<file path="config.mk">
export PLATFORM = sky130hd
export DESIGN_NAME = prescaler_ctrl
export DESIGN_NICKNAME = d
export VERILOG_FILES = /design/src/rtl/prescaler_ctrl.sv
export SDC_FILE = /design/constraint.sdc
export NUM_CORES = 1
export LEC_CHECK = 0
export ABC_AREA = 1
export CORE_ASPECT_RATIO = 1.25
export CORE_UTILIZATION = 35
export CTS_BUF_LIST = sky130_fd_sc_hd__clkbuf_8 sky130_fd_sc_hd__clkbuf_16
export DETAILED_ROUTE_END_ITERATION = 12
export PLACE_DENSITY = 0.61
export SLEW_MARGIN = 20
export SYNTH_ARGS = -nofsm -noshare
export SYNTH_HDL_FRONTEND = slang
export SYNTH_SLANG_ARGS = --single-unit
</file>
<file path="constraint.sdc">
create_clock -name clk -period 2.5 [get_ports clk]
set_input_delay 0.5 -clock clk [delete_from_list [all_inputs] [get_ports clk]]
set_output_delay 0.5 -clock clk [all_outputs]
set_load 0.03 [all_outputs]
</file>
<file path="src/rtl/prescaler_ctrl.sv">
// prescaler_ctrl
//   Run-time programmable prescaler controller. A divisor D (0 is treated as 1)
//   is loaded through a valid/ready handshake. start/stop sequence the block.
//   While running it emits a one-cycle `tick` every D cycles, and `clk_out`
//   toggles on each tick (period 2*D).
//
//   Optional feature macro: PRESCALER_CTRL_BURST_EN
//     When defined, a nonzero burst count B ends the run on the B-th tick and
//     pulses `done`. When undefined, cfg_burst is ignored and `done` is 0.
//
// Ports
//   clk        system clock
//   rstn       asynchronous active-low reset
//   cfg_valid  configuration offered
//   cfg_ready  configuration can be accepted (= !pending)
//   cfg_div    requested divisor (N bits)
//   cfg_burst  ticks per run, 0 = continuous (burst build only)
//   start      level-sampled run request
//   stop       level-sampled halt request (wins over start and over a tick)
//   tick       registered one-cycle pulse every D cycles
//   clk_out    registered 50 % duty square wave
//   busy       high while running
//   done       one-cycle pulse coincident with the final burst tick
module prescaler_ctrl #(
   parameter int unsigned N           = 16,
   parameter int unsigned DIV_DEFAULT = 4
) (
   input  logic         clk,
   input  logic         rstn,
   input  logic         cfg_valid,
   output logic         cfg_ready,
   input  logic [N-1:0] cfg_div,
   input  logic [7:0]   cfg_burst,
   input  logic         start,
   input  logic         stop,
   output logic         tick,
   output logic         clk_out,
   output logic         busy,
   output logic         done
);

   localparam logic [N-1:0] DIV_INIT = (DIV_DEFAULT == 0) ? N'(1) : N'(DIV_DEFAULT);

   typedef enum logic {IDLE, RUN} state_t;

   state_t       state;
   logic [N-1:0] cnt;
   logic [N-1:0] div_active;
   logic [N-1:0] shadow_div;
   logic [N-1:0] cfg_div_eff;
   logic [N-1:0] last;
   logic         pending;
   logic         accept;
   logic         at_last;

`ifdef PRESCALER_CTRL_BURST_EN
   logic [7:0]   burst_cnt;
   logic [7:0]   burst_shadow;
   logic [7:0]   burst_left;
   logic         done_r;
   assign done = done_r;
`else
   logic         unused_burst;
   assign unused_burst = ^cfg_burst;
   assign done         = 1'b0;
`endif

   assign cfg_ready   = ~pending;
   assign accept      = cfg_valid & ~pending;
   assign cfg_div_eff = (cfg_div == '0) ? N'(1) : cfg_div;
   // div_active is never 0, so this N-bit subtraction cannot wrap
   assign last        = div_active - N'(1);
   assign at_last     = (cnt == last);
   assign busy        = (state == RUN);

   always_ff @(posedge clk or negedge rstn) begin
      if (!rstn) begin
         state        <= IDLE;
         cnt          <= '0;
         div_active   <= DIV_INIT;
         shadow_div   <= DIV_INIT;
         pending      <= 1'b0;
         tick         <= 1'b0;
         clk_out      <= 1'b0;
`ifdef PRESCALER_CTRL_BURST_EN
         burst_cnt    <= '0;
         burst_shadow <= '0;
         burst_left   <= '0;
         done_r       <= 1'b0;
`endif
      end else begin
         tick <= 1'b0;
`ifdef PRESCALER_CTRL_BURST_EN
         done_r <= 1'b0;
`endif
         case (state)
            IDLE: begin
               // A shadow value left over from an accept on the burst-ending
               // edge drains here so cfg_ready cannot stay low while idle.
               if (pending) begin
                  div_active <= shadow_div;
                  pending    <= 1'b0;
`ifdef PRESCALER_CTRL_BURST_EN
                  burst_cnt  <= burst_shadow;
`endif
               end
               if (accept) begin
                  div_active <= cfg_div_eff;
`ifdef PRESCALER_CTRL_BURST_EN
                  burst_cnt  <= cfg_burst;
`endif
               end
               if (start && !stop) begin
                  state <= RUN;
                  cnt   <= '0;
`ifdef PRESCALER_CTRL_BURST_EN
                  burst_left <= accept  ? cfg_burst :
                                pending ? burst_shadow : burst_cnt;
`endif
               end
            end

            RUN: begin
               if (stop) begin
                  state   <= IDLE;
                  cnt     <= '0;
                  clk_out <= 1'b0;
                  pending <= 1'b0;
                  if (accept) begin
                     div_active <= cfg_div_eff;
`ifdef PRESCALER_CTRL_BURST_EN
                     burst_cnt  <= cfg_burst;
`endif
                  end else if (pending) begin
                     div_active <= shadow_div;
`ifdef PRESCALER_CTRL_BURST_EN
                     burst_cnt  <= burst_shadow;
`endif
                  end
               end else begin
                  if (at_last) begin
                     cnt     <= '0;
                     tick    <= 1'b1;
                     clk_out <= ~clk_out;
                     if (pending) begin
                        div_active <= shadow_div;
                        pending    <= 1'b0;
`ifdef PRESCALER_CTRL_BURST_EN
                        burst_cnt  <= burst_shadow;
`endif
                     end
`ifdef PRESCALER_CTRL_BURST_EN
                     if (burst_left != 8'd0) begin
                        burst_left <= burst_left - 8'd1;
                        if (burst_left == 8'd1) begin
                           done_r  <= 1'b1;
                           state   <= IDLE;
                           clk_out <= 1'b0;
                        end
                     end
`endif
                  end else begin
                     cnt <= cnt + N'(1);
                  end
                  // accept implies !pending, so this never collides with the clear above
                  if (accept) begin
                     shadow_div   <= cfg_div_eff;
                     pending      <= 1'b1;
`ifdef PRESCALER_CTRL_BURST_EN
                     burst_shadow <= cfg_burst;
`endif
                  end
               end
            end

            default: state <= IDLE;
         endcase
      end
   end

endmodule

</file>
==> results.toml <==
[grt]
overflow = 0
met3_usage_pct = 1.97
grt_use_met1_pct = 20.0
grt_pass1_vias = 3087
antenna_found_initial = 0
grt_use_total_pct = 16.4
grt.busiest_layer = "met2"
grt_pass1_wl_um = 14000
grt_max_degree = 33
grt_use_met2_pct = 29.7

[setup_path]
max_stage_delay_ns = 0.39
crit_slowest_cell = "dfrtp_1"
crit_chain = "inv_1 -> ha_4 -> nand2_2 -> nor2_4 -> nand3_1 -> nand2_1 -> inv_1 -> nor2_1 -> nand2_1 -> nor2_1 -> nand2_2 -> nand2_4 -> buf_12 -> o21ai_0"
arrival_ns = 2.42
path_max_fanout = 21
setup.worst_path.end_class = "flip-flop"
r2r_cells = 14
start_kind = "flip-flop"
worstPathRequired_ns = 2.68
crit_type = "reg -> reg"

[floorplan]
die_y_um = 116
rows = 41
die_w_um = 93.2
io_pins = 34
start_util_pct = 36.0
core_area_mm2 = 0.0101
dieArea_mm2 = 0.0108

[routing]
first_pass_iters = 5
drt_iter0_markers = 175
wire_per_inst_um = 11.8
vias_per_cell = 4.83
routed_wl_um = 8100
vias = 3310
drc = 0
ant_nets = 0

[timing]
fmax_ghz = 0.447
finClkSkew_ns = 0.00617
setup_violations = 0
worst_pin_slew_ns = 0.727
rsz0062_at_grt = "false"
slew_headroom_pct = 51.5
finalMaxSlewViolations = 0
finalHoldViolCount = 0
timing.setup.tns_ns = 0
min_period_over_period_pct = 89.5
fin_crit_ns = 2.24

[placed_design]
hpwl_um = 6530
portBuffers = 24
place_congestion = 0.908

[synthesis]
synth_nets = 560
synth_cells = 529
synth_warnings = 0
synth-seq-area-share_pct = 35.8
syn_area_mm2 = 0.00364
synthTopCellsByArea = "dfrtp_1 34%, nand2_1 16%, inv_1 7.5%"
synth_top_cell_by_area = "dfrtp_1"
synth_top_flop_cell = "dfrtp_1"
synth-edff-count = 0
synth-async-reset-ratio_pct = 100
ys_seq_elements = 52
synth_top_area_share_pct = 34.4
syn_avg_cell_area_um2 = 6.88
synthDistinctLibCells = 38

[hold_path]
hp-class = "in -> async"

[layout]
drive_gt1_share_pct = 10.8
antenna_cells = 0
syn2layout_area_growth_pct = 15.2
layout_common_cells = "155 x nand2_1, 73 x inv_1, 50 x dfrtp_1"
fin_util_pct = 41.5
fillers = 1054
final_nets = 586
layout_commonest_cell = "nand2_1"

[clock_network]
holdBufCountCts = 0
cts_resized = 0
postCtsSetupRepairBufs = 0
cts-root-buf = "clkbuf_16"
cts_tree = "built"
clk_latency_ns = 0.30
cts_htree_levels = 2
clockBufferDepth = 2
path_clk_slew_ns = 0.07
cts_sinks = 52
numCtsBuffers = 5

[power]
p_leak_uw = 0.00210
cell_internal_pwr_uw = 1760
p_seq_share_pct = 38.9
p_switching_uw = 1110
p_clk_share_pct = 24.5
power.density_mw_per_mm2 = 686
vdd_ir_drop_max_uv = 321
p_comb_share_pct = 36.7
swShare_pct = 38.7

[outcome]
outcome = "completed"

[run]
cap_violations = 0
## power groups by stage
stage	Sequential, uW	Clock, uW	Combinational, uW
after floorplan	1110	0	804
after global placement	1130	0	1020
after detailed placement	1130	0	1040
after CTS	1120	722	1050
after global routing	1140	756	1230
final	1120	703	1060
## final timing paths
kind                          startpoint            end  slack, ns
hold reg to reg            shadow_div[1]  shadow_div[1]       0.49
min in group clk           shadow_div[1]  shadow_div[1]       0.49
setup / recovery           div_active[1]  div_active[6]       0.26
max in group asynchronous           rstn  shadow_div[2]       1.69
setup reg to reg           div_active[1]  div_active[6]       0.26
hold / removal                      rstn  div_active[1]       0.14
## sequential cells by signal, indices dropped and copies added, names as in the netlist
register / flops
busy: 1
clk_out: 1
cnt: 16
div_active: 16
pending: 1
shadow_div: 16
tick: 1
## metrics by stage
step | cells | total power (uW) | instance area (um^2) | hold WS, ns | worst slack, ns
2_1_floorplan | 529 | 1910 | 3640 | 0.204 | 0.485
3_3_place_gp | 677 | 2150 | 4030 | 0.466 | 0.120
3_5_place_dp | 677 | 2180 | 4030 | 0.474 | 0.0421
4_1_cts | 685 | 2890 | 4180 | 0.157 | 0.134
5_1_grt | 685 | 3130 | 4190 | 0.172 | 0.00260
6_report | 685 | 2880 | 4190 | 0.145 | 0.262
## cell families after synthesis
| kind of cell | Yosys count | synth area share (%) |
|---|---|---|
| AND/OR/NAND/NOR | 271 | 32.9 |
| buffers and inverters | 93 | 11.0 |
| AO/OA/AOI/OAI | 89 | 14.4 |
| flip-flops | 52 | 35.8 |
| XOR/XNOR | 19 | 4.57 |
| adder cells (fa/ha/maj) | 2 | 0.687 |
| multiplexers | 2 | 0.550 |
| other | 1 | 0.103 |
## per-layer routing
layer	up-vias	part of all wire [%]
met2	56	51
met1	1510	45
met3	11	2.0
li1	1733	-
met4	0	2.3
met5	-	0
## area by class of cell
cell class	instances	area, um^2	share of cell area, %
inverter	77	289	6.89
clock inverter	3	23.8	0.567
clock buffer	5	125	2.98
multi-input combinational	384	1950	46.4
sequential	52	1300	31.1
timing repair buffer	35	343	8.17
tap	129	161	3.85
## worst max-delay path: cells and delay by family, from the launching register on
| family | cells | cell delay (ns) |
|---|---|---|
| adders and majority gates | 1 | 0.19 |
| and+or+nand+nor | 9 | 1.06 |
| DFF | 1 | 0.39 |
| buffers and inverters | 3 | 0.37 |
| AOI/OAI and AO/OA | 1 | 0.09 |
## synth_stat cells, types with 2 or more instances
master,count
nand2_1,155
inv_1,73
dfrtp_1,50
nor2_1,45
o21ai_0,44
nand3_1,26
a21oi_1,17
nand2_2,15
nand4_1,13
o211ai_1,13
xor2_1,13
clkbuf_1,9
o21ai_2,8
xnor2_1,6
nand3b_1,5
inv_2,4
nor2_2,4
buf_2,2
buf_8,2
dfstp_2,2
ha_1,2
mux2i_1,2
nand3_2,2
nor3_1,2
o21ai_1,2
Power figures use the tool's default switching activity.
